**config.mk**
```make
export PLATFORM = sky130hd
export DESIGN_NAME = phy_tx_sched_flat
export DESIGN_NICKNAME = d
export VERILOG_FILES = /design/src/rtl/phy_tx_sched_if.sv /design/src/rtl/phy_tx_sched.sv /design/src/flat_wrapper.sv
export SDC_FILE = /design/constraint.sdc
export NUM_CORES = 1
export LEC_CHECK = 0
export BUFFER_PORTS_ARGS = -buffer_cell sky130_fd_sc_hd__buf_2
export CAP_MARGIN = 10
export CORE_MARGIN = 3
export CORE_UTILIZATION = 37
export CTS_CLUSTER_DIAMETER = 50
export CTS_CLUSTER_SIZE = 14
export DETAILED_ROUTE_END_ITERATION = 8
export HOLD_SLACK_MARGIN = 0.05
export PLACE_DENSITY = 0.56
export SKIP_CTS_REPAIR_TIMING = 1
export SLEW_MARGIN = 25
export SYNTH_ARGS = -nofsm -noshare
export SYNTH_HDL_FRONTEND = slang
export SYNTH_SLANG_ARGS = --single-unit
```
**constraint.sdc**
```tcl
create_clock -name clk_2f -period 4.5 [get_ports clk_2f]
set_input_delay 0.45 -clock clk_2f [delete_from_list [all_inputs] [get_ports clk_2f]]
set_output_delay 0.45 -clock clk_2f [all_outputs]
set_load 0.02 [all_outputs]
```
**src/rtl/phy_tx_sched_if.sv**
```systemverilog
// Requester-side bus of phy_tx_sched: four byte requesters and their accept strobes.
interface phy_tx_sched_if;
  localparam int unsigned NREQ = 4;
  localparam int unsigned BW   = 8;

  logic [NREQ-1:0]    req;
  logic [NREQ*BW-1:0] data_req;
  logic [NREQ-1:0]    grant;

  modport master (output req, output data_req, input grant);
  modport slave  (input req, input data_req, output grant);
endinterface

```
**src/rtl/phy_tx_sched.sv**
```systemverilog
// Link bring-up (training) plus two-grant round-robin sharing of the two phy_tx byte lanes
// among four byte requesters; lane outputs are registered.
module phy_tx_sched #(
  parameter int unsigned INIT_WORDS   = 4,
  parameter int unsigned IDLE_TIMEOUT = 8,
  parameter logic [7:0]  COM          = 8'hBC
) (
  input  logic          clk_2f,
  input  logic          reset_L,
  input  logic          link_en,
  phy_tx_sched_if.slave rq,
  output logic [7:0]    data_out_0,
  output logic [7:0]    data_out_1,
  output logic          valid_out_0,
  output logic          valid_out_1,
  output logic [1:0]    state
);

  localparam int unsigned NREQ = 4;
  localparam int unsigned BW   = 8;
  localparam int unsigned TW   = (INIT_WORDS   > 1) ? $clog2(INIT_WORDS)   : 1;
  localparam int unsigned IW   = (IDLE_TIMEOUT > 1) ? $clog2(IDLE_TIMEOUT) : 1;

  localparam logic [TW-1:0] T_LAST = TW'(INIT_WORDS - 1);
  localparam logic [IW-1:0] I_LAST = IW'(IDLE_TIMEOUT - 1);

  localparam logic [1:0] S_RESET  = 2'd0;
  localparam logic [1:0] S_TRAIN  = 2'd1;
  localparam logic [1:0] S_IDLE   = 2'd2;
  localparam logic [1:0] S_ACTIVE = 2'd3;

  logic [1:0]    state_nxt;
  logic [TW-1:0] tcnt, tcnt_nxt;
  logic [IW-1:0] icnt, icnt_nxt;
  logic [1:0]    ptr, ptr_nxt;
  logic [7:0]    d0_nxt, d1_nxt;
  logic          v0_nxt, v1_nxt;

  logic            arb_en;
  logic [NREQ-1:0] grant_c;
  logic            found0, found1;
  logic [1:0]      w0, w1, idx;
  logic [BW-1:0]   byte0, byte1;

  // Round-robin search from ptr: first hit takes lane 0, second hit takes lane 1.
  always_comb begin
    arb_en  = (state == S_ACTIVE) && link_en;
    grant_c = '0;
    found0  = 1'b0;
    found1  = 1'b0;
    w0      = '0;
    w1      = '0;
    idx     = '0;
    for (int k = 0; k < NREQ; k++) begin
      idx = ptr + 2'(k);
      if (arb_en && rq.req[idx]) begin
        if (!found0) begin
          found0       = 1'b1;
          w0           = idx;
          grant_c[idx] = 1'b1;
        end else if (!found1) begin
          found1       = 1'b1;
          w1           = idx;
          grant_c[idx] = 1'b1;
        end
      end
    end
  end

  assign rq.grant = grant_c;
  assign byte0    = rq.data_req[{w0, 3'b000} +: BW];
  assign byte1    = rq.data_req[{w1, 3'b000} +: BW];

  // Next state, counters, pointer and lane register loads.
  always_comb begin
    state_nxt = state;
    tcnt_nxt  = tcnt;
    icnt_nxt  = icnt;
    ptr_nxt   = ptr;
    d0_nxt    = '0;
    d1_nxt    = '0;
    v0_nxt    = 1'b0;
    v1_nxt    = 1'b0;

    case (state)
      S_RESET: begin
        tcnt_nxt = '0;
        icnt_nxt = '0;
        if (link_en) state_nxt = S_TRAIN;
      end
      S_TRAIN: begin
        d0_nxt = COM;
        d1_nxt = COM;
        v0_nxt = 1'b1;
        v1_nxt = 1'b1;
        if (tcnt == T_LAST) begin
          state_nxt = S_IDLE;
          tcnt_nxt  = '0;
        end else begin
          tcnt_nxt = tcnt + TW'(1);
        end
      end
      S_IDLE: begin
        if (|rq.req) begin
          state_nxt = S_ACTIVE;
          icnt_nxt  = '0;
        end
      end
      default: begin
        if (found0) begin
          d0_nxt = byte0;
          v0_nxt = 1'b1;
        end
        if (found1) begin
          d1_nxt  = byte1;
          v1_nxt  = 1'b1;
          ptr_nxt = w1 + 2'd1;
        end else if (found0) begin
          ptr_nxt = w0 + 2'd1;
        end
        if (|rq.req) begin
          icnt_nxt = '0;
        end else if (icnt == I_LAST) begin
          state_nxt = S_IDLE;
          icnt_nxt  = '0;
        end else begin
          icnt_nxt = icnt + IW'(1);
        end
      end
    endcase

    // Link disable overrides everything; ptr is deliberately retained.
    if (!link_en) begin
      state_nxt = S_RESET;
      d0_nxt    = '0;
      d1_nxt    = '0;
      v0_nxt    = 1'b0;
      v1_nxt    = 1'b0;
    end
  end

  always_ff @(posedge clk_2f or negedge reset_L) begin
    if (!reset_L) begin
      state       <= S_RESET;
      tcnt        <= '0;
      icnt        <= '0;
      ptr         <= '0;
      data_out_0  <= '0;
      data_out_1  <= '0;
      valid_out_0 <= 1'b0;
      valid_out_1 <= 1'b0;
    end else begin
      state       <= state_nxt;
      tcnt        <= tcnt_nxt;
      icnt        <= icnt_nxt;
      ptr         <= ptr_nxt;
      data_out_0  <= d0_nxt;
      data_out_1  <= d1_nxt;
      valid_out_0 <= v0_nxt;
      valid_out_1 <= v1_nxt;
    end
  end

endmodule

```
**src/flat_wrapper.sv**
```systemverilog
// flat-port wrapper written by rule: the top's interface ports become plain ports
module phy_tx_sched_flat 
#(
  parameter int unsigned INIT_WORDS   = 4,
  parameter int unsigned IDLE_TIMEOUT = 8,
  parameter logic [7:0]  COM          = 8'hBC
)
  (clk_2f, reset_L, link_en, data_out_0, data_out_1, valid_out_0, valid_out_1, state, rq_req, rq_data_req, rq_grant);
  phy_tx_sched_if rq_i ();
  input  logic clk_2f;
  input  logic reset_L;
  input  logic link_en;
  output logic [7:0] data_out_0;
  output logic [7:0] data_out_1;
  output logic valid_out_0;
  output logic valid_out_1;
  output logic [1:0] state;
  input wire logic [$bits(rq_i.req)-1:0] rq_req;
  input wire logic [$bits(rq_i.data_req)-1:0] rq_data_req;
  output wire logic [$bits(rq_i.grant)-1:0] rq_grant;
  assign rq_i.req = rq_req;
  assign rq_i.data_req = rq_data_req;
  assign rq_grant = rq_i.grant;
  phy_tx_sched #(.INIT_WORDS(INIT_WORDS), .IDLE_TIMEOUT(IDLE_TIMEOUT), .COM(COM)) u_core (.clk_2f(clk_2f), .reset_L(reset_L), .link_en(link_en), .rq(rq_i), .data_out_0(data_out_0), .data_out_1(data_out_1), .valid_out_0(valid_out_0), .valid_out_1(valid_out_1), .state(state));
endmodule
```
# After elaboration in Yosys (flattened, before gate mapping)
# Index checks and enable logic that the tools add are counted.
dict set report totals {
  register_bits 27
  input_bits 39
  out_inout_bits 24
}
dict set report op_classes {
  n_lt_le_gt_ge 8
  muxes 75
  bitwise_logic 5
  n_addsub 7
  n_shift 2
  reduce_logical 18
  n_eq_ne 10
}
# operator count
set op_table {}
lappend op_table {{$shiftx 32x6->8} 2}
lappend op_table {{$mux 2} 23}
lappend op_table {{$mux 4} 8}
lappend op_table {{$mux 8} 4}
lappend op_table {{$pmux 8 s2} 2}
lappend op_table {{$mux 1} 22}
lappend op_table {{$lt 2x3->1 const B} 4}
lappend op_table {{$or 4x4->4} 3}
lappend op_table {{$logic_and 1x1->1} 9}
lappend op_table {{$mux 3} 3}
lappend op_table {{$pmux 3 s3} 1}
lappend op_table {{$add 2x1->2 const B} 4}
lappend op_table {{$bmux 1 s2} 4}
lappend op_table {{$demux 1 s2} 4}
lappend op_table {{$ge 2x1->1 const B} 4}
lappend op_table {{$eq 2x2->1 const B} 3}
lappend op_table {{$ne 3x2->1 const B} 2}
lappend op_table {{$pmux 2 s3} 1}
lappend op_table {{$ne 5x1->1 const B} 1}
lappend op_table {{$ne 5x5->1 const B} 1}
lappend op_table {{$add 2x2->2 const B} 2}
lappend op_table {{$pmux 1 s2} 2}
lappend op_table {{$pmux 2 s2} 1}
lappend op_table {{$reduce_and 2->1} 2}
lappend op_table {{11 further kinds} 13}

# Logic depth before layout (Yosys ltp)
dict set report depth {
  depth_word 16
  mapped_depth 14
}

# Least setup slack after synthesis
# OpenSTA, ideal clock, no wires.
dict set report synth_path {
  path_type {reg-to-reg}
  startpoint {register u_core.ptr[0]}
  endpoint {register u_core.ptr[1]}
  required_time_ns 4.396
  n_path_buf 4
  setup_time_ns 0.104
  t_arrival_ns 3.230
  path_stages_with_launch 14
  path_slack_ns 1.166
  cell_sequence {dfrtp_1 -> buf_4 -> buf_2 -> inv_1 -> ha_1 -> clkbuf_1 -> mux4_2 -> and2_1 -> buf_2 -> xnor2_1 -> o21ai_1 -> o22ai_2 -> or3_1 -> o311ai_1}
}
dict set report synth_via {
  elab_chain_len 14
  word_cells_on_any_way 46
}
# element line_no
set synth_lines {}
lappend synth_lines {{from (decl)} phy_tx_sched.sv:35} ;# logic [1:0] ptr, ptr_nxt;
lappend synth_lines {{from (signal assigned)} phy_tx_sched.sv:156} ;# ptr <= ptr_nxt;
lappend synth_lines {{branches (longest 14 deep; another with $add 2x1->2)} --}
# Parallel ways; which one is timed is not known. The select of a mux whose other input is x is not followed.
# A chain may end at the register's enable or synchronous reset.

# Worst setup path after layout
dict set report layout_path {
  startpoint {register u_core.ptr[0]}
  endpoint {register u_core.data_out_0[1]}
}
dict set report layout_via {
  elab_chain_len 14
  word_cells_on_any_way 30
}
# element line_no
set layout_lines {}
lappend layout_lines {{branches (longest 11 deep; another with $add 2x1->2)} --}
lappend layout_lines {{$mux 8 (*)} phy_tx_sched.sv:110} ;# if (found0) begin
lappend layout_lines {{$pmux 8 s2 (*)} phy_tx_sched.sv:85} ;# case (state)
lappend layout_lines {{$mux 8 (*)} phy_tx_sched.sv:133} ;# if (!link_en) begin
lappend layout_lines {{named net u_core.d0_nxt[1]} phy_tx_sched.sv:36} ;# logic [7:0] d0_nxt, d1_nxt;
lappend layout_lines {{to (signal assigned)} phy_tx_sched.sv:157} ;# data_out_0 <= d0_nxt;
lappend layout_lines {{to (decl)} phy_tx_sched.sv:12} ;# output logic [7:0] data_out_0,
# Mark *: on every way through the listed nets, which the timed path passes. The select of a mux whose other input is x is not followed.

==> impl_metrics.py <==
metrics = {
    "sta": {
        "hold_viol": 0,
        "rsz0062_at_grt": "false",
        "maxSlewHeadroom": 0.347,
        "setup-violations-final": 0,
        "slew_violations": 0,
        "worstMarginPinSlew_ns": 0.970,
        "setup_tns_ns": 0,
        "final.min_clock_period_ns": 3.63,
        "clock_skew_ns": 0.0107,
        "min_period_over_period": 0.808,
        "hold_slack_ns": 0.165,
        "max_freq_ghz": 0.275,
    },
    "setup_path": {
        "r2r-end": "u_core.data_out_0[1]",
        "r2r_cells": 10,
        "r2r_start": "u_core.ptr[0]",
        "rrSetupSlack_ns": 0.87,
        "cp.required_ns": 4.64,
        "worstSetupEndpointType": "register",
        "cp_data_arrival_time_ns": 3.77,
        "crit_fanout": 23,
        "crit_type": "reg -> reg",
        "cp-start-kind": "register",
    },
    "power": {
        "power_mw": 0.987,
        "power_leakage_nw": 1.32,
        "peakVddDrop_v": 0.000150,
        "p_per_area_nw_per_um2": 352,
    },
    "clock_network": {
        "cts.clk_slew.worst_paths_ns": 0.10,
        "clk_latency_ns": 0.27,
        "htree_num_levels": 1,
        "clockBufferDepth": 2,
        "cts.sinks": 27,
        "cts_root_buf": "clkbuf_8",
        "cts_tree": "yes",
        "cts_buffers": 3,
    },
    "min_path": {
        "holdCritPathClass": "in -> async",
    },
    "detailed_routing": {
        "remaining_drc_errors": 0,
        "wirelength_um": 6420,
        "avgRoutedWirePerCell_um": 16.4,
        "first_iter_violations": 117,
        "vias_per_cell": 5.77,
        "via_count": 2260,
        "firstDrtPassIters": 4,
        "antenna_left": 0,
    },
    "global_route": {
        "grt_first_pass_wirelength_um": 10300,
        "globalRoute.totalOverflow": 0,
        "grt_pass1_vias": 2138,
        "grt_max_degree": 28,
        "antenna_found_initial": 0,
        "grtUsageTotal": 0.167,
    },
    "logic_synthesis": {
        "yosys_warnings": 0,
        "syn_area_um2": 2460,
        "syn_nets": 322,
        "synth_cell_types": 55,
        "ys_seq_elements": 27,
        "postSynthCellCount": 265,
        "yosysSeqAreaShare": 0.275,
        "ys_top_cells_by_area": "dfrtp_1 (27%), ha_1 (9.2%), a211oi_1 (6.4%)",
        "synth_top_area_share": 0.275,
        "syn_area_per_cell_um2": 9.28,
        "yosysTopAreaCell": "dfrtp_1",
    },
    "status": {
        "status": "complete, no violations",
    },
    "floorplanning": {
        "core_area_um2": 6390,
        "die_h_um": 87.5,
        "die_x_um": 87.5,
        "initial_core_util": 0.385,
        "dieArea_um2": 7660,
        "io_pins": 63,
        "rows": 29,
    },
    "layout": {
        "nFillCells": 647,
        "layout_common_cells": "buf_2 (62), nand2_1 (29), dfrtp_1 (27)",
        "drive_gt1_frac": 0.273,
        "fin_nets": 373,
        "stdcell_area_um2": 2810,
        "num_antenna_cells": 0,
        "instances_no_fill": 392,
        "area_delta_synth_final_pct": 14.2,
        "mostFrequentLayoutCell": "buf_2",
    },
    "flow_run": {
        "maxCapViolations": 0,
    },
    "place": {
        "dpl.cell_count": 388,
        "gp_congestion": 0.819,
        "dp_hpwl_um": 4830,
        "place_area_um2": 2760,
        "port_buffers": 62,
    },
}
[layer usage]
metal | global-route usage | up-vias | part of all wire
met5 | 0 | - | 0
met4 | 0.0460 | 0 | 0.016
met3 | 0.0161 | 11 | 0.059
met2 | 0.269 | 79 | 0.49
met1 | 0.239 | 1073 | 0.44
li1 | - | 1097 | -
[sequential cells by signal, indices dropped and copies added, names as in the netlist]
| signal | flops |
|---|---|
| u_core.data_out_0 | 8 |
| u_core.data_out_1 | 8 |
| u_core.icnt | 3 |
| u_core.valid_out_1 | 1 |
| u_core.valid_out_0 | 1 |
| u_core.ptr | 2 |
| u_core.tcnt | 2 |
| u_core.state | 2 |
[power by group]
group | switching, mW | internal [mW]
registers | 0.0328 | 0.294
clock network | 0.0745 | 0.0634
logic | 0.327 | 0.196
[cells in the mapped netlist (all sizes together)]
cell / instances
xnor2: 2
a32o: 1
o21ba: 1
nor4: 2
mux4: 7
o21ai: 14
o311ai: 2
and2: 6
nor2: 7
a31o: 1
clkbuf: 4
dfrtp: 27
nand2b: 4
a221oi: 1
a21boi: 10
nand4: 2
mux2i: 10
nor3: 5
o21bai: 1
and3: 1
mux2: 4
or3: 2
a222oi: 4
o32ai: 1
nand3: 6
a21oi: 14
o22a: 1
a22o: 3
nand2: 29
o211a: 1
a31oi: 1
maj3: 2
buf: 13
a211oi: 21
ha: 18
o22ai: 3
a2111oi: 5
inv: 15
nor2b: 7
a21o: 2
o221ai: 1
o221a: 1
a22oi: 1
o31ai: 2
[cell type report]
cell class              count  area (um^2)  area share
repair buffers             63          318       0.113
well taps                  77         96.3      0.0343
clock buffers               4         45.0      0.0160
inverters                  15         56.3      0.0201
multi-input cells         206         1620       0.576
flip-flops and latches     27          676       0.241
[cells by family (layout without fill, tap and decap cells)]
group                    count (synthesis)  count (layout)  share of synthesized area
adder cells (fa/ha/maj)                 20              20                     0.0997
buffers and inverters                   32              82                     0.0677
AND/OR/NAND/NOR                         71              71                      0.147
XOR/XNOR                                 2               2                    0.00713
AO/OA/AOI/OAI                           92              92                      0.280
multiplexers                            21              21                      0.123
flip-flops                              27              27                      0.275
[worst max-delay path by stage]
stage | startpoint | end | slack, ns | depth (start not counted)
5_1_grt | u_core.ptr[1] | u_core.data_out_0[1] | 0.65 | 9
3_3_place_gp | u_core.ptr[0] | u_core.data_out_0[1] | 0.89 | 10
2_1_floorplan | u_core.ptr[0] | u_core.ptr[1] | 1.17 | 13
4_1_cts | u_core.ptr[0] | u_core.data_out_0[1] | 0.84 | 10
6_report | u_core.ptr[0] | u_core.data_out_0[1] | 0.87 | 10
3_5_place_dp | u_core.ptr[0] | u_core.data_out_0[1] | 0.87 | 10
[per-stage QoR]
stage / util / worst slack (ns)
2_1_floorplan: - / 1.17
3_3_place_gp: 0.433 / 0.890
3_5_place_dp: 0.433 / 0.866
4_1_cts: 0.440 / 0.841
5_1_grt: 0.440 / 0.651
6_report: 0.440 / 0.866
[worst max-delay path, stage by stage, from the launching register on]
cell	delay (ns)
dfrtp_1	0.33
buf_4	0.29
inv_1	0.22
ha_1	0.48
inv_1	0.16
o221a_2	0.16
o311ai_0	0.51
a31o_1	0.49
and2_2	0.39
mux4_2	0.34
nor2b_1	0.14
Note: power is estimated with default switching activity, not from simulation.
